### config.mk
export PLATFORM = sky130hd
export DESIGN_NAME = seg_scan_mux
export DESIGN_NICKNAME = d
export VERILOG_FILES = /design/src/rtl/seg_scan_mux.sv
export SDC_FILE = /design/constraint.sdc
export NUM_CORES = 1
export LEC_CHECK = 0
export ABC_AREA = 1
export CORE_UTILIZATION = 40
export DETAILED_ROUTE_END_ITERATION = 8
export PLACE_DENSITY = 0.58
export RECOVER_POWER = 100
export SETUP_SLACK_MARGIN = 0.1
export SLEW_MARGIN = 10
export SYNTH_ARGS = -nofsm -noshare
export SYNTH_HDL_FRONTEND = slang
export SYNTH_SLANG_ARGS = --single-unit
### constraint.sdc
create_clock -name clock -period 6.7 [get_ports clock]
set_input_delay 0.67 -clock clock [delete_from_list [all_inputs] [get_ports clock]]
set_output_delay 0.67 -clock clock [all_outputs]
set_load 0.01 [all_outputs]
### src/rtl/seg_scan_mux.sv
`timescale 1ns/1ps
// seg_scan_mux: scans DIGITS hex digits onto a multiplexed seven-segment display,
// with a dark gap between digits and a display snapshot taken once per frame.
module seg_scan_mux #(
    parameter int DIGITS             = 4,
    parameter int BLANK_CYCLES       = 8,
    parameter bit LEADING_ZERO_BLANK = 1'b1,
    localparam int IDX_W             = $clog2(DIGITS)
) (
    input  logic                clock,
    input  logic                reset,
    input  logic                scan_clk,
    input  logic                enable,
    input  logic [4*DIGITS-1:0] value,
    input  logic [DIGITS-1:0]   dp,
    output logic [6:0]          seg,
    output logic                dp_n,
    output logic [DIGITS-1:0]   an,
    output logic [IDX_W-1:0]    digit_idx,
    output logic                frame_done
);
    localparam logic [7:0]       BLANK_LAST = 8'((BLANK_CYCLES < 1) ? 0 : BLANK_CYCLES - 1);
    localparam logic [IDX_W-1:0] IDX_LAST   = IDX_W'(DIGITS - 1);

    typedef enum logic [1:0] {S_OFF, S_BLANK, S_SHOW} state_t;

    state_t              r_state, w_state_n;
    logic [IDX_W-1:0]    r_idx, w_idx_n;
    logic [7:0]          r_cnt, w_cnt_n;
    logic [4*DIGITS-1:0] r_snap_val, w_snap_val_n;
    logic [DIGITS-1:0]   r_snap_dp, w_snap_dp_n;
    logic [DIGITS-1:0]   r_an, w_an_n;
    logic [6:0]          r_seg, w_seg_n;
    logic                r_dp_n, w_dp_n_n;
    logic                r_frame, w_frame_n;
    logic                r_s1, r_s2, r_s3;
    logic                w_tick;

    function automatic logic [6:0] hex_decode(input logic [3:0] d);
        case (d)
            4'h0: return 7'b1000000;
            4'h1: return 7'b1111001;
            4'h2: return 7'b0100100;
            4'h3: return 7'b0110000;
            4'h4: return 7'b0011001;
            4'h5: return 7'b0010010;
            4'h6: return 7'b0000010;
            4'h7: return 7'b1111000;
            4'h8: return 7'b0000000;
            4'h9: return 7'b0010000;
            4'hA: return 7'b0001000;
            4'hB: return 7'b0000011;
            4'hC: return 7'b1000110;
            4'hD: return 7'b0100001;
            4'hE: return 7'b0000110;
            default: return 7'b0001110;
        endcase
    endfunction

    // Digit idx is a leading zero when it and every more-significant digit are zero.
    function automatic logic lz_blank(input logic [4*DIGITS-1:0] v, input logic [IDX_W-1:0] idx);
        logic nz;
        nz = 1'b0;
        for (int j = 0; j < DIGITS; j++) begin
            if (j >= int'(idx) && v[4*j +: 4] != 4'h0) nz = 1'b1;
        end
        return (idx != '0) && !nz;
    endfunction

    // Stage s1..s3: bring scan_clk into the clock domain; tick marks its rising edge.
    always_ff @(posedge clock or negedge reset) begin
        if (!reset) begin
            r_s1 <= 1'b0;
            r_s2 <= 1'b0;
            r_s3 <= 1'b0;
        end else begin
            r_s1 <= scan_clk;
            r_s2 <= r_s1;
            r_s3 <= r_s2;
        end
    end

    assign w_tick = r_s2 & ~r_s3;

    always_comb begin
        w_state_n    = r_state;
        w_idx_n      = r_idx;
        w_cnt_n      = r_cnt;
        w_snap_val_n = r_snap_val;
        w_snap_dp_n  = r_snap_dp;
        w_frame_n    = 1'b0;
        if (!enable) begin
            w_state_n = S_OFF;
            w_idx_n   = '0;
            w_cnt_n   = '0;
        end else begin
            case (r_state)
                S_OFF: begin
                    w_state_n    = S_BLANK;
                    w_idx_n      = '0;
                    w_cnt_n      = '0;
                    w_snap_val_n = value;
                    w_snap_dp_n  = dp;
                end
                S_BLANK: begin
                    if (r_cnt == BLANK_LAST) begin
                        w_state_n = S_SHOW;
                        w_cnt_n   = '0;
                    end else begin
                        w_cnt_n = r_cnt + 8'd1;
                    end
                end
                S_SHOW: begin
                    if (w_tick) begin
                        w_state_n = S_BLANK;
                        w_cnt_n   = '0;
                        if (r_idx == IDX_LAST) begin
                            w_idx_n      = '0;
                            w_snap_val_n = value;
                            w_snap_dp_n  = dp;
                            w_frame_n    = 1'b1;
                        end else begin
                            w_idx_n = r_idx + 1'b1;
                        end
                    end
                end
                default: w_state_n = S_OFF;
            endcase
        end

        // Outputs follow the next state so they are registered with it.
        w_an_n   = '1;
        w_seg_n  = 7'h7F;
        w_dp_n_n = 1'b1;
        if (w_state_n == S_SHOW) begin
            w_an_n[w_idx_n] = 1'b0;
            w_seg_n  = (LEADING_ZERO_BLANK && lz_blank(w_snap_val_n, w_idx_n)) ? 7'h7F :
                       hex_decode(w_snap_val_n[{w_idx_n, 2'b00} +: 4]);
            w_dp_n_n = ~w_snap_dp_n[w_idx_n];
        end
    end

    always_ff @(posedge clock or negedge reset) begin
        if (!reset) begin
            r_state    <= S_OFF;
            r_idx      <= '0;
            r_cnt      <= '0;
            r_snap_val <= '0;
            r_snap_dp  <= '0;
            r_an       <= '1;
            r_seg      <= 7'h7F;
            r_dp_n     <= 1'b1;
            r_frame    <= 1'b0;
        end else begin
            r_state    <= w_state_n;
            r_idx      <= w_idx_n;
            r_cnt      <= w_cnt_n;
            r_snap_val <= w_snap_val_n;
            r_snap_dp  <= w_snap_dp_n;
            r_an       <= w_an_n;
            r_seg      <= w_seg_n;
            r_dp_n     <= w_dp_n_n;
            r_frame    <= w_frame_n;
        end
    end

    assign seg        = r_seg;
    assign dp_n       = r_dp_n;
    assign an         = r_an;
    assign digit_idx  = r_idx;
    assign frame_done = r_frame;
endmodule

== Word level (Yosys, flattened, before mapping) ==
Memory sizes are Yosys's and may differ from the RTL's.
Index checks and enable logic that the tools add are counted.
Storage, ports and cells
  bits in registers: 48
  latch bits: 0
  memory bits (writable): 0
  memory bits (read-only): 112
  input bits: 24
  memories kept: 1
Memory list
  (name not given): depth 16, bits a word 7, read ports 1, clocked after Yosys merged registers in 0, wr ports 0, RTL line 40  | case (d)
Cells by class
  $add $sub $neg: 2
  multiply operators: 0
  divide/modulo/power cells: 0
  $lt $le $gt $ge: 5
  equal/unequal tests: 7
  shift-type cells: 1
  multiplexer cells: 37
  bitwise logic cells: 4
  reductions and logical operators: 13
Operators with widths (number)
  16-bit two-way mux: 3
  16-bit one-hot mux with 2 select lines: 1
  8-bit two-way mux: 3
  8-bit one-hot mux with 3 select lines: 1
  4-bit two-way mux: 4
  4-bit nonzero test: 4
  16-bit by 5-bit indexed part select with 4-bit output: 1
  7-bit two-way mux: 2
  1-bit two-way mux: 12
  2-bit two-way mux: 6
  8-bit by 1-bit adder with 8-bit output (second input constant): 1
  8-bit by 3-bit equality test with 1-bit output (second input constant): 1
  4-bit one-hot mux with 2 select lines: 1
  2-bit equality test (second input constant): 3
  2-bit one-hot mux with 3 select lines: 1
  1-bit logical AND: 5
  1-bit by 2-bit >= comparator with 1-bit output (first input constant): 2
  4-bit by 1-bit != test with 1-bit output (second input constant): 1
  4-bit NOT: 1
  2-bit one-hot mux with 2 select lines: 1
  2-bit by 3-bit < comparator with 1-bit output (second input constant): 1
  3-bit != test (second input constant): 1
  2-bit by 1-bit adder with 2-bit output (second input constant): 1
  1-bit binary-select mux with 2-bit select: 1
  other kinds (10): 11

== Logic depth before layout (Yosys ltp) ==
Gate-level depths: netlist of run 1.
  depth after elaboration: 16
  depth in mapped cells: 20
  mapped depth without buffers: 19

== Worst setup path after synthesis of run 1 ==
No wires, ideal clock.
  path kind: reg-to-reg
  start point: reg r_state[0]
  end point: reg r_seg[1], in the netlist seg[1]
  arrival: 2195 ps
  required time: 6623 ps
  slack: 4427 ps
  stages on the path, launching flop included: 19
  path buffers: 1
  clock period less this slack: 2273 ps
  cell sequence: dfrtp_1 > inv_1 > ha_1 > nor2_8 > nor2_8 > nand2_4 > buf_6 > nand2_1 > nand2_1 > o21ai_2 > nor2_2 > nor2_1 > nand3_2 > inv_1 > ha_1 > nand2_1 > nor2_1 > nor2_1 > nand2_1
Between the ends
  word-level cells in the longest chain between the ends: 14
  elaborated cells on any way between the ends: 34
  those cells by class: 3 x order compare; 3 x eq/ne; 1 x shift; 15 x mux; 11 x reduce/logical; 1 x memory
Ends and longest elaborated chain
  start, declared: RTL line 27  | state_t r_state, w_state_n;
  start signal, assigned: RTL line 155  | r_state <= w_state_n;
  parallel branches: the longest is 13 deep, another holds memory 16 x 7 bit
  7-bit two-way mux (*): RTL line 135  | if (w_state_n == S_SHOW) begin
  named net w_seg_n[1]: RTL line 33  | logic [6:0] r_seg, w_seg_n;
  end signal, assigned: RTL line 161  | r_seg <= w_seg_n;
  end, declared: RTL line 33
Mark *: on every way through the listed nets, which the timed path passes. The select of a mux whose other input is x is not followed.
A chain may end at the register's enable or synchronous reset.

== Worst setup path in the final report of run 1 ==
  start point: in enable
  end point: reg r_seg[3], in the netlist seg[3]
Between the ends
  elaborated cells on any way between the ends: 26
  those cells by class: 3 x order compare; 1 x eq/ne; 1 x shift; 10 x mux; 10 x reduce/logical; 1 x memory
RTL lines
  start, declared: RTL line 13  | input logic enable,
  16-bit two-way mux (*): RTL line 92  | if (!enable) begin
  named net w_snap_val_n[9]: RTL line 30  | logic [4*DIGITS-1:0] r_snap_val, w_snap_val_n;
  parallel branches: the longest is 7 deep, another holds memory 16 x 7 bit
  7-bit two-way mux (*): RTL line 137  | w_seg_n = (LEADING_ZERO_BLANK && lz_blank(w_snap_val_n, w_idx_n)) ? 7'h7F :
  7-bit two-way mux (*): RTL line 135
  named net w_seg_n[3]: RTL line 33
Marks and branches as above.

==> results of run 1 <==
sequential cells by signal, indices dropped and copies added (netlist names):
| register | count |
|---|---|
| r_snap_val | 16 |
| r_cnt | 8 |
| seg | 7 |
| an | 4 |
| r_snap_dp | 4 |
| digit_idx | 2 |
| r_state | 2 |
| dp_n | 1 |
| frame_done | 1 |
| r_s1 | 1 |
| r_s2 | 1 |
| r_s3 | 1 |
report_power, final:
| part | leakage [nW] | switching [W] | total, W | internal (W) |
|---|---|---|---|---|
| clock network | 0.0548 | 0.000106 | 0.000219 | 0.000113 |
| registers | 0.592 | 0.0000124 | 0.000328 | 0.000316 |
| logic | 1.05 | 0.000115 | 0.000181 | 0.0000654 |
worst min path at each step:
stage / from / endpoint / slack [ps] / cells after the start
after floorplan: r_s1 / r_s2 / 330 / 0
after global placement: r_s1 / r_s2 / 340 / 0
after detailed placement: r_s1 / r_s2 / 340 / 0
after CTS: r_s1 / r_s2 / 360 / 0
after global routing: r_s1 / r_s2 / 360 / 0
final: r_s1 / r_s2 / 360 / 0
through the flow:
| step | utilization, % | cell area [um2] |
|---|---|---|
| 2_1_floorplan | - | 2890 |
| 3_3_place_gp | 48.9 | 3360 |
| 3_5_place_dp | 48.9 | 3360 |
| 4_1_cts | 50.5 | 3470 |
| 5_1_grt | 49.6 | 3410 |
| 6_report | 49.6 | 3410 |
cells in the final DEF (no fill, tap or decap), types with 4 or more instances in the layout:
master                            Yosys  routed
sky130_fd_sc_hd__inv_1               44      49
sky130_fd_sc_hd__inv_2               12       6
sky130_fd_sc_hd__nand3_1             26      27
sky130_fd_sc_hd__nor3_1               6       6
sky130_fd_sc_hd__nor2_1              36      38
sky130_fd_sc_hd__ha_1                11      11
sky130_fd_sc_hd__clkdlybuf4s50_1      0      20
sky130_fd_sc_hd__a32o_1               4       4
sky130_fd_sc_hd__dfrtp_1             36      36
sky130_fd_sc_hd__nand2_1            122     126
sky130_fd_sc_hd__or2_2                4       4
sky130_fd_sc_hd__a21oi_1             13      15
sky130_fd_sc_hd__dfstp_2             12      12
sky130_fd_sc_hd__o21ai_0             10      11
sky130_fd_sc_hd__nand2_2             11       9
sky130_fd_sc_hd__nor2_2               5       4
sky130_fd_sc_hd__dlygate4sd3_1        0      17
sky130_fd_sc_hd__clkbuf_8             0       5
layout make-up:
class / instances / area [um2]
well taps: 96 / 120
clock inverters: 3 / 46.3
fillers: 707 / 3460
flip-flops and latches: 48 / 1220
clock buffers: 5 / 68.8
inverters: 57 / 216
repair buffers: 40 / 383
multi-input cells: 272 / 1360
synthesized netlist by cell type (3+ instances only):
| library cell | number |
|---|---|
| sky130_fd_sc_hd__nand2_1 | 122 |
| sky130_fd_sc_hd__inv_1 | 44 |
| sky130_fd_sc_hd__dfrtp_1 | 36 |
| sky130_fd_sc_hd__nor2_1 | 36 |
| sky130_fd_sc_hd__nand3_1 | 26 |
| sky130_fd_sc_hd__a21oi_1 | 13 |
| sky130_fd_sc_hd__dfstp_2 | 12 |
| sky130_fd_sc_hd__inv_2 | 12 |
| sky130_fd_sc_hd__ha_1 | 11 |
| sky130_fd_sc_hd__nand2_2 | 11 |
| sky130_fd_sc_hd__o21ai_0 | 10 |
| sky130_fd_sc_hd__nor3_1 | 6 |
| sky130_fd_sc_hd__nor2_2 | 5 |
| sky130_fd_sc_hd__a32o_1 | 4 |
| sky130_fd_sc_hd__nand2_4 | 4 |
| sky130_fd_sc_hd__or2_2 | 4 |
| sky130_fd_sc_hd__a21oi_2 | 3 |
| sky130_fd_sc_hd__nor2_8 | 3 |
logic make-up (layout without fill, tap and decap cells):
| family | Yosys count | after routing | share of synthesized area [%] |
|---|---|---|---|
| buf+inv | 62 | 105 | 8.96 |
| xor+xnor | 1 | 1 | 0.303 |
| flops | 48 | 48 | 42.1 |
| simple gates | 224 | 224 | 36.2 |
| compound gates | 36 | 36 | 7.71 |
| fa+ha+maj | 11 | 11 | 4.76 |
metal layers:
metal | global-route usage (%) | share of wire (%) | up-vias | wire length [um]
met5 | 0 | 0 | - | 0
met4 | 5.00 | 1.5 | 0 | 93
met3 | 2.94 | 2.7 | 8 | 173
met2 | 30.2 | 48 | 46 | 3000
met1 | 24.2 | 48 | 1159 | 3040
li1 | - | - | 1275 | -
==> results.md, run 1 <==
- The post-synthesis area per instance is 7.56 um2.
- In the synthesized netlist the dominant register cell turns out to be sky130_fd_sc_hd__dfrtp_1.
- During synthesis, Yosys emitted a total of 0 warnings.
- The worst path needs 4450 ps of the cycle, external delays included.
- The cell taking the most area after synthesis is sky130_fd_sc_hd__dfrtp_1.
- On the critical path, the stage with the largest delay is an instance of sky130_fd_sc_hd__clkbuf_1.
- The transition at the pin with the smallest max-transition slack is 2590 ps.
- The floorplan step set the die width to 87.0 um.
- The proportion of register bits with asynchronous set or reset after synthesis is 100%.
- The accumulated negative setup slack is 0 ps.
- The cell family with the largest share of critical-path delay is simple AND/OR/NAND/NOR gates.
- The total routing usage reported by global routing is 18.1%.
- The design draws 0.000728 W.
- Setup repair after global routing left no endpoint under its margin.
- The maximum achievable frequency is 0.225 GHz.
- The number of buffers added by the clock tree synthesis step is 5.
- The global-route wire length before repair is 10,700 um.
- The critical path capture point type is a register.
- The placed wire-length estimate is 4640 um.
- The root buffer selected by CTS is sky130_fd_sc_hd__clkbuf_8.
- The post-synthesis sequential area ratio is 42.1%.
- The clock insertion delay at the later pin of the skew report is 310 ps.
- The critical path start-end classification is input port to register.
- The average via count per standard cell is 4.78.
- Counting both buffers and inverters, the worst setup path holds a total of 5.
- The relative max-transition margin is -72.4%.
- The initial core utilization is 42.1%.
- Summed over all layers, the routed wires come to 6300 um.
- The CTS tree is built.
- For the worst setup path, the data required time is 6920 ps.
- The final antenna diode count is 0.
- The tool flagged a number of max-cap violations equal to 1.
- The run finished, with violations left.
- In this run the tool buffered the top-level ports with 38 buffer cells.
- The post-CTS resize count is 0.
- For this design, the sink count on the clock tree is 48.
- In this run the static leakage power is 1.70 nW.
- Entering global routing, the biggest net connects 49 pins.
- The arrival time of the worst setup path is 4670 ps.
- The number of pins exceeding their max-slew limit in the final report is 49.
- The number of antenna violations at the first check in global routing came to 0.
- During I/O placement, the number of pins put on the boundary was 39.
- In this run the cell area of the synthesized design comes to 0.00289 mm2.
- The maximum buffer depth of the clock tree is 2.
- The most numerous cell on the critical path is sky130_fd_sc_hd__nand2_1.
- The number of buffers added to fix hold violations after cts is 0.
- The number of synthesized flops with an enable pin is 0.
- The height of the die is 87.0 um.
- The routability congestion estimate from global placement is 0.864.
- The number of nets at the end of the flow is 459.
- For the final database, setup skew stands at 10.3 ps.
- After detailed routing, the number of remaining DRC violations is 0.
- Counting every instance in the synthesized netlist gives 382.
- The nature of the critical path startpoint is an input port.
- The number of DRC markers after the initial detailed-route iteration is 104.
- The final reports fail on max-capacitance violations, max-slew violations.
- Hold is met by 357 ps.
- For this run, the number of standard cells in the final layout without fillers is 521.
- The core region is 0.00687 mm2.
- After synthesis, the cell types taking the most area are sky130_fd_sc_hd__dfrtp_1, sky130_fd_sc_hd__nand2_1, sky130_fd_sc_hd__dfstp_2, sky130_fd_sc_hd__inv_1, sky130_fd_sc_hd__ha_1.
- Once routing completed, OpenROAD measured the worst setup slack at 2250 ps.
- The first detailed-routing pass took 4 iterations.
- The post-synthesis cell type count is 31.
- The area share of the leading cell type in the synthesized netlist is 31.2%.
- After detailed routing, the average wire length per cell comes to 12.1 um.
- The total overflow reported by the global router is 0.
- The share of final-layout standard cells stronger than drive strength 1 is 12.7%.
- Synthesis produced a netlist with a net count of 417.
- Of all nets on the critical path, the largest fanout is 23.
- The power per cell area is 213 mW/mm2.
- The pre-CTS setup slack is 3450 ps.
- The most critical setup path has its endpoint at seg[3].
- The number of hold violations in the final report is 0.
- The number of nets with antenna violations after routing is 0.
- In this run, synthesis produced a sequential element count of 48.
- Setup violations remaining at the end of the flow were counted as 0.
- Setup slack on the worst reg-to-reg path comes out at 3270 ps.
- Measured in cells, the most critical reg-to-reg path has a length of 18.
- The post-CTS setup buffer count is 0.
- In this run the critical register-to-register path is captured at seg[3].
- The number of rows created at floorplan is 30.
- The post-route clock period utilization is 66.5%.
- Clock-pin slew was measured on the worst setup and hold paths at 90 ps.
- The critical path goes through dlygate4sd3_1 -> clkbuf_1 -> inv_1 -> nor2_1 -> nand2_1 -> nand2_1 -> nand2_1 -> nand2_1 -> inv_1 -> nand2_1 -> nand2_1 -> nor2_1 -> inv_1 -> ha_1 -> nand2_1 -> nand2_1 -> nand2_1 -> nand3_1.
- The critical path depth is 18.
- On the worst path, the slowest cell contributes a delay of 800 ps.
- The number of placed instances with taps included is 513.
- The critical path starts at enable.
- The worst-case vdd ir drop is 0.0000971 V.
- The via count of the first global-routing pass was 2,325.
- The worst min-delay path category is register to register.
- The area growth from synthesis to layout is 18.0%.
- The total number of vias is 2,488.
- The startpoint identified for the worst register-to-register timing path is r_state[0].
- The area enclosed by the die boundary is 0.00757 mm2.
- The CTS H-tree depth is 2.
Note: power is estimated with default switching activity, not from simulation.
==> run 2: changes to the inputs <==
- PLACE_DENSITY: 0.58 -> 0.61
- clock period: 6.7 -> 3.93 ns (I/O delays scaled with it)
==> run 2 against run 1 <==
Effect of this change:
- the run still ends with max-capacitance violations, max-slew violations left
- final cell count shrank 0.19%
- global-route usage up 1.1 points
- wire length increased by 0.89%
==> results.md, run 2 (synthesized netlist as in run 1, its figures left out) <==
- The accumulated negative setup slack is 0 ps (unchanged).
- Failing checks: max-capacitance violations, max-slew violations (unchanged).
- The arrival time of the worst setup path came to 3280 ps (was 4670 ps).
- The highest cell delay on the worst timing path is 510 ps (was 800 ps).
- The clock group share of total power is 27.7% (was 30.1%).
- The highest-delay cell along the critical path is sky130_fd_sc_hd__nand2_1 (was sky130_fd_sc_hd__clkbuf_1).
- The post-CTS setup buffer count is 0 (unchanged).
- The height of the die is 87.0 um (unchanged).
- The routability congestion estimate from global placement came to 0.892 (was 0.864).
- The placed wire-length estimate is 4680 um (was 4640 um).
- The power per cell area was 352 mW/mm2 (was 213 mW/mm2).
- The number of rows created at floorplan is 30 (unchanged).
- The cell internal power dissipation is 0.000816 W (was 0.000494 W).
- The total clock sinks came to 48 (unchanged).
- The final antenna diode count came to 0 (unchanged).
- The final number of setup-violating endpoints was 0 (unchanged).
- The average via count per standard cell was 4.68 (was 4.78).
- The area enclosed by the die boundary is 0.00757 mm2 (unchanged).
- The area growth from synthesis to layout was 18.6% (was 18.0%).
- The power share of the sequential group is 46.5% (was 45.1%).
- The number of hold violations in the final report was 0 (unchanged).
- The number of flip-flops in the largest register came to 16 (unchanged).
- Unrepaired setup endpoints after global routing: no (unchanged).
- The share of final-layout standard cells stronger than drive strength 1 came to 13.0% (was 12.7%).
- The critical path start-end classification is register to register (was input port to register).
- The fraction of power spent switching nets was 32.3% (was 32.1%).
- The via count of the first global-routing pass is 2,385 (was 2,325).
- The fill cell total of the finished layout is 679 (was 707).
- The minimum clock period is 3040 ps.
- The routed length per placed instance is 12.2 um (was 12.1 um).
- The start point of the worst min-delay path is r_s1 (unchanged).
- The leakage power total is 1.72 nW (was 1.70 nW).
- The nature of the critical path startpoint was a register (was input port).
- The CTS H-tree depth was 2 (unchanged).
- The number of primary I/O pins is 39 (unchanged).
- Cell chain of the critical path: inv_1 -> ha_1 -> nand4_1 -> nand2_1 -> nand2_1 -> nand2_1 -> o21ai_0 -> nor2_2 -> nor2_1 -> nand3_2 -> inv_1 -> ha_1 -> nand2_1 -> nor2_1 -> nor2_1 -> nand2_1 (was dlygate4sd3_1 -> clkbuf_1 -> inv_1 -> nor2_1 -> nand2_1 -> nand2_1 -> nand2_1 -> nand2_1 -> inv_1 -> nand2_1 -> nand2_1 -> nor2_1 -> inv_1 -> ha_1 -> nand2_1 -> nand2_1 -> nand2_1 -> nand3_1).
- The reg2reg setup slack is 890 ps (was 3270 ps).
- The number of antenna violations at the first check in global routing came to 0 (unchanged).
- The total number of vias is 2,433 (was 2,488).
- The core region area is 0.00687 mm2 (unchanged).
- The origin of the critical flop-to-flop path is r_state[0] (unchanged).
- The total overflow reported by the global router is 0 (unchanged).
- The number of cells on the worst reg-to-reg path is 16 (was 18).
- The combined area of the multi-input logic cells came to 0.00139 mm2 (was 0.00136 mm2).
- The die width is 87.0 um (unchanged).
- The number of buffers added by the clock tree synthesis step was 5 (unchanged).
- The largest net degree at the start of global routing came to 49 (unchanged).
- The post-CTS clock slew at the launch and capture registers of the worst setup and hold paths was 90 ps (about the same).
- The root buffer selected by CTS is sky130_fd_sc_hd__clkbuf_8 (unchanged).
- The clock insertion delay at the later pin of the skew report is 300 ps (was 310 ps).
- The final worst setup slack was 885 ps (was 2250 ps).
- The pre-CTS setup slack came to 952 ps (was 3450 ps).
- The number of pins exceeding their max-slew limit in the final report is 49 (unchanged).
- The worst clock skew on the final layout is 6.54 ps (was 10.3 ps).
- The DRC violations left was 0 (unchanged).
- The maximum buffer depth of the clock tree is 2 (unchanged).
- The leading cell type in the layout, fill and taps excluded is sky130_fd_sc_hd__nand2_1 (unchanged).
- The relative max-transition margin is -73.4% (was -72.4%).
- The number of nets with antenna violations after routing came to 0 (unchanged).
- Timing would allow up to 0.328 GHz.
- The number of buffers and inverters on the critical path is 2 (was 5).
- The most numerous cell on the critical path is sky130_fd_sc_hd__nand2_1 (unchanged).
- Most frequent cells in the layout: sky130_fd_sc_hd__nand2_1, sky130_fd_sc_hd__inv_1, sky130_fd_sc_hd__nor2_1, sky130_fd_sc_hd__dfrtp_1, sky130_fd_sc_hd__nand3_1 (unchanged).
- The initial core utilization came to 42.1% (unchanged).
- The post-CTS resize count is 0 (unchanged).
- The CTS tree is built (unchanged).
- The portion of total power attributed to combinational logic came to 25.8% (was 24.8%).
- The number of DRC markers after the initial detailed-route iteration is 123 (was 104).
- The data required time of the worst path was 4170 ps (was 6920 ps).
- The cell count of the worst hold path is 0 (unchanged).
- The transition at the pin with the smallest max-transition slack is 2600 ps (was 2590 ps).
- The number of buffers added to fix hold violations after cts was 0 (unchanged).
- The worst min-delay path category is register to register (unchanged).
- The destination of the worst hold path is r_s2 (unchanged).
- The number of nets at the end of the flow is 458 (was 459).
- The net switching power was 0.000389 W (was 0.000234 W).
- The post-route clock period utilization is 77.5%.
- The sequential standard cell area is 0.00122 mm2 (unchanged).
- The number of max-cap violations is 1 (unchanged).
- The cell family with the largest share of critical-path delay was simple AND/OR/NAND/NOR gates (unchanged).
- The global-route wire length before repair is 11,200 um (was 10,700 um).
- The number of I/O port buffers is 38 (unchanged).
- The worst-case vdd ir drop was 0.000212 V (was 0.0000971 V).
- Outcome: finished with violations (unchanged).
- The capturing point of the worst reg2reg path is seg[1] (was seg[3]).
- The routed wire length is 6360 um (was 6300 um).
- The critical path capture point type is a register (unchanged).
- The register ranked first by flip-flop count is r_snap_val (unchanged).
- The total routing usage reported by global routing is 19.2% (was 18.1%).
- The first-pass iteration count of the detailed router is 4 (unchanged).
- The maximum fanout count along the critical path came to 19 (was 23).
[run 2: worst max-delay path by stage]
stage,startpoint,to,cells past startpoint
floorplan,r_state[0],seg[1],18
global placement,enable,seg[3],18
detailed placement,enable,seg[3],18
CTS,r_state[0],seg[1],16
global route,r_state[0],seg[1],16
finish,r_state[0],seg[1],16
[run 2: power groups by stage]
stage / clock (W) / combinational (W) / sequential (W)
floorplan: 0 / 0.000239 / 0.000565
global placement: 0 / 0.000316 / 0.000569
detailed placement: 0 / 0.000321 / 0.000570
CTS: 0.000343 / 0.000323 / 0.000561
global route: 0.000367 / 0.000363 / 0.000566
finish: 0.000333 / 0.000311 / 0.000560
[run 2: layout make-up]
cell class / instances / share of cell area (%)
multi-input combinational: 272 / 40.6
sequential: 48 / 35.5
timing repair buffer: 39 / 11.1
inverter: 57 / 6.32
tap: 96 / 3.50
clock buffer: 7 / 2.85
clock inverter: 1 / 0.146
[run 2: routing by layer]
layer / part of all wire (%) / global-route usage, % / wire, um
met5: 0 / 0 / 0
met4: 0.76 / 5.61 / 48
met3: 2.7 / 4.27 / 173
met2: 47 / 31.4 / 3010
met1: 49 / 25.4 / 3130
[run 2: stage by stage]
step | hold slack [ps] | power (W) | instance area [um2] | cells | utilization (%)
6_report | 358 | 0.00120 | 3430 | 520 | 49.9
3_5_place_dp | 342 | 0.000891 | 3350 | 512 | 48.8
2_1_floorplan | 97.4 | 0.000805 | 2890 | 382 | -
4_1_cts | 340 | 0.00123 | 3450 | 520 | 50.3
5_1_grt | 373 | 0.00130 | 3430 | 520 | 49.9
3_3_place_gp | 338 | 0.000885 | 3350 | 512 | 48.8
[run 2: worst reg2reg max path, cell delays in order, from the launching register on]
cell	delay, ps
sky130_fd_sc_hd__dfrtp_1	410
sky130_fd_sc_hd__inv_1	120
sky130_fd_sc_hd__ha_1	440
sky130_fd_sc_hd__nand4_1	190
sky130_fd_sc_hd__nand2_1	510
sky130_fd_sc_hd__nand2_1	100
sky130_fd_sc_hd__nand2_1	90
sky130_fd_sc_hd__o21ai_0	180
sky130_fd_sc_hd__nor2_2	160
sky130_fd_sc_hd__nor2_1	70
sky130_fd_sc_hd__nand3_2	90
sky130_fd_sc_hd__inv_1	70
sky130_fd_sc_hd__ha_1	270
sky130_fd_sc_hd__nand2_1	90
sky130_fd_sc_hd__nor2_1	40
sky130_fd_sc_hd__nor2_1	90
sky130_fd_sc_hd__nand2_1	60
==> run 3: changes to the inputs <==
- PLACE_DENSITY: 0.61 -> 0.58
- clock period: 3.93 -> 3.1 ns (I/O delays scaled with it)
==> run 3 against run 2 <==
Effect of this change:
- the run still ends with max-capacitance violations, max-slew violations left
- final cell count rose by 0.19%
- count of clock-buffer cells in the layout fell by 2
- sequential cell count stayed put
- power increased by 44%
- wire length rose by 1.3%
- first-iteration DRC count shrank 4.1%
- non-clock buffer count grew 1
- die area unchanged
- register-to-register slack got worse by 420 ps
- worst hold slack is essentially flat
- core utilization increased by 1.0 points
- maximum frequency up 15%
- critical path type unchanged
- critical endpoint unchanged
- highest routed layer unchanged
==> results.md, run 3 (synthesized netlist as in run 1, its figures left out) <==
- Outcome: finished with violations (unchanged).
- Failing checks: max-capacitance violations, max-slew violations (unchanged).
- The leakage power total is 1.74 nW (was 1.72 nW).
- The origin of the critical flop-to-flop path is r_state[0] (unchanged).
- The transition at the pin with the smallest max-transition slack is 2660 ps (was 2600 ps).
- The minimum clock period is 2640 ps (was 3040 ps).
- The number of antenna violations at the first check in global routing is 0 (unchanged).
- The leading cell type in the layout, fill and taps excluded is sky130_fd_sc_hd__nand2_1 (unchanged).
- The root buffer selected by CTS is sky130_fd_sc_hd__clkbuf_8 (unchanged).
- The power per cell area is 497 mW/mm2 (was 352 mW/mm2).
- The routed length per placed instance was 12.4 um (was 12.2 um).
- The start point of the worst min-delay path is r_s1 (unchanged).
- The final cell count without fillers is 521 (was 520).
- The die width is 87.0 um (unchanged).
- Most frequent cells in the layout: sky130_fd_sc_hd__nand2_1, sky130_fd_sc_hd__inv_1, sky130_fd_sc_hd__nor2_1, sky130_fd_sc_hd__dfrtp_1, sky130_fd_sc_hd__nand3_1 (unchanged).
- The area growth from synthesis to layout is 21.0% (was 18.6%).
- The number of pins exceeding their max-slew limit in the final report is 49 (unchanged).
- The critical path capture point type was a register (unchanged).
- The number of nets with antenna violations after routing is 0 (unchanged).
- The reg2reg setup slack is 460 ps (was 890 ps).
- The fill cell total of the finished layout is 666 (was 679).
- The placed wire-length estimate is 4750 um (was 4680 um).
- The portion of total power attributed to combinational logic is 23.0% (was 25.8%).
- The arrival time of the worst setup path was 2880 ps (was 3280 ps).
- The worst-case vdd ir drop was 0.000190 V (was 0.000212 V).
- The post-route clock period utilization is 85.1% (was 77.5%).
- The via count of the first global-routing pass is 2,386 (was 2,385).
- The fraction of power spent switching nets is 29.2% (was 32.3%).
- The total routing usage reported by global routing is 19.3% (was 19.2%).
- The global-route wire length before repair is 11,300 um (was 11,200 um).
- The number of flip-flops in the largest register is 16 (unchanged).
- The maximum buffer depth of the clock tree came to 2 (unchanged).
- The net switching power is 0.000507 W (was 0.000389 W).
- The capturing point of the worst reg2reg path is seg[1] (unchanged).
- The number of nets at the end of the flow is 459 (was 458).
- The maximum achievable frequency was 0.379 GHz (was 0.328 GHz).
- The number of rows created at floorplan is 30 (unchanged).
- The area after detailed placement is 0.00336 mm2 (was 0.00335 mm2).
- The post-CTS resize count is 0 (unchanged).
- The post-CTS setup buffer count was 0 (unchanged).
- The accumulated negative setup slack is 0 ps (unchanged).
- The initial core utilization is 42.1% (unchanged).
- The area enclosed by the die boundary came to 0.00757 mm2 (unchanged).
- The total clock sinks is 48 (unchanged).
- The number of cells on the worst reg-to-reg path came to 16 (unchanged).
- The post-CTS clock slew at the launch and capture registers of the worst setup and hold paths is 100 ps (was 90 ps).
- The core region area is 0.00687 mm2 (unchanged).
- The number of I/O port buffers came to 38 (unchanged).
- The average via count per standard cell is 4.69 (was 4.68).
- The power share of the sequential group is 40.9% (was 46.5%).
- The worst clock skew on the final layout came to 7.76 ps (was 6.54 ps).
- The final number of setup-violating endpoints came to 0 (unchanged).
- The DRC violations left came to 0 (unchanged).
- The worst min-delay path category is register to register (unchanged).
- The clock insertion delay at the later pin of the skew report is 310 ps (was 300 ps).
- The destination of the worst hold path is r_s2 (unchanged).
- Unrepaired setup endpoints after global routing: no (unchanged).
- The pre-CTS setup slack is 534 ps (was 952 ps).
- The height of the die is 87.0 um (unchanged).
- The cell internal power dissipation was 0.00123 W (was 0.000816 W).
- The total overflow reported by the global router came to 0 (unchanged).
- The relative max-transition margin is -77.5% (was -73.4%).
- The number of primary I/O pins is 39 (unchanged).
- The routed wire length is 6440 um (was 6360 um).
- The number of hold violations in the final report is 0 (unchanged).
- The register ranked first by flip-flop count was r_snap_val (unchanged).
- The clock group share of total power is 36.1% (was 27.7%).
- The largest net degree at the start of global routing is 49 (unchanged).
- The data required time of the worst path is 3340 ps (was 4170 ps).
- The final worst setup slack is 463 ps (was 885 ps).
- The number of buffers added by the clock tree synthesis step came to 5 (unchanged).
- The share of final-layout standard cells stronger than drive strength 1 was 14.4% (was 13.0%).
- The maximum fanout count along the critical path is 19 (unchanged).
- The number of buffers added to fix hold violations after cts came to 0 (unchanged).
- The cell count of the worst hold path is 0 (unchanged).
- The number of placed instances with taps included was 513 (was 512).
- The number of max-cap violations came to 1 (unchanged).
- The number of DRC markers after the initial detailed-route iteration is 118 (was 123).
- The final worst hold slack is 358 ps (about the same).
- The final antenna diode count is 0 (unchanged).
- The first-pass iteration count of the detailed router is 4 (unchanged).
- The final standard cell area without fillers is 0.00350 mm2 (was 0.00343 mm2).
- The nature of the critical path startpoint is a register (unchanged).
- The CTS H-tree depth is 2 (unchanged).
- The critical path start-end classification is register to register (unchanged).
- The total number of vias is 2,443 (was 2,433).
- The routability congestion estimate from global placement is 0.873 (was 0.892).
- The CTS tree is built (unchanged).
-- run 3: layout make-up --
type	count	area (um2)	area share, %
inverters	57	216	6.19
flip-flops and latches	48	1220	34.8
repair buffers	40	389	11.1
multi-input cells	272	1400	39.9
clock buffers	5	68.8	1.97
well taps	96	120	3.44
clock inverters	3	90.1	2.58
-- run 3: worst max path at each step --
| stage | endpoint | startpoint | cells after the start |
|---|---|---|---|
| floorplan | seg[1] | r_state[0] | 18 |
| global placement | seg[1] | r_state[0] | 16 |
| detailed placement | seg[1] | r_state[0] | 18 |
| CTS | seg[1] | r_state[0] | 16 |
| global route | seg[1] | r_state[0] | 16 |
| finish | seg[1] | r_state[0] | 16 |
-- run 3: stage by stage --
step | power (W) | utilization (%)
3_5_place_dp | 0.00113 | 48.9
5_1_grt | 0.00185 | 50.9
6_report | 0.00174 | 50.9
3_3_place_gp | 0.00113 | 48.9
4_1_cts | 0.00177 | 51.2
2_1_floorplan | 0.00102 | -
-- run 3: layer usage --
metal  wire [um]  track usage (%)  share of wire (%)  vias up
li1            -                -                  -     1276
met1        3180             26.1                 49     1126
met2        3030             32.0                 47       37
met3         196             4.36                3.0        4
met4          37             3.48               0.57        0
met5           0                0                  0        -
-- run 3: critical path, cell delays in order (launching register included) --
cell and delay [ps]:
sky130_fd_sc_hd__dfrtp_1 420, sky130_fd_sc_hd__inv_1 130, sky130_fd_sc_hd__ha_1 330, sky130_fd_sc_hd__inv_1 110, sky130_fd_sc_hd__nand2_2 300, sky130_fd_sc_hd__nand2_1 90, sky130_fd_sc_hd__nand2_1 70, sky130_fd_sc_hd__o21ai_0 180
sky130_fd_sc_hd__nor2_2 150, sky130_fd_sc_hd__nor2_1 70, sky130_fd_sc_hd__nand3_2 90, sky130_fd_sc_hd__inv_1 70, sky130_fd_sc_hd__ha_1 270, sky130_fd_sc_hd__nand2_1 90, sky130_fd_sc_hd__nor2_1 50, sky130_fd_sc_hd__nor2_1 90
sky130_fd_sc_hd__nand2_1 60
-- run 3: power groups by stage --
stage	combinational, W	clock (W)	sequential, W
6_report	0.000400	0.000628	0.000710
5_1_grt	0.000464	0.000674	0.000717
4_1_cts	0.000411	0.000645	0.000710
3_5_place_dp	0.000409	0	0.000722
3_3_place_gp	0.000406	0	0.000721
2_1_floorplan	0.000304	0	0.000717
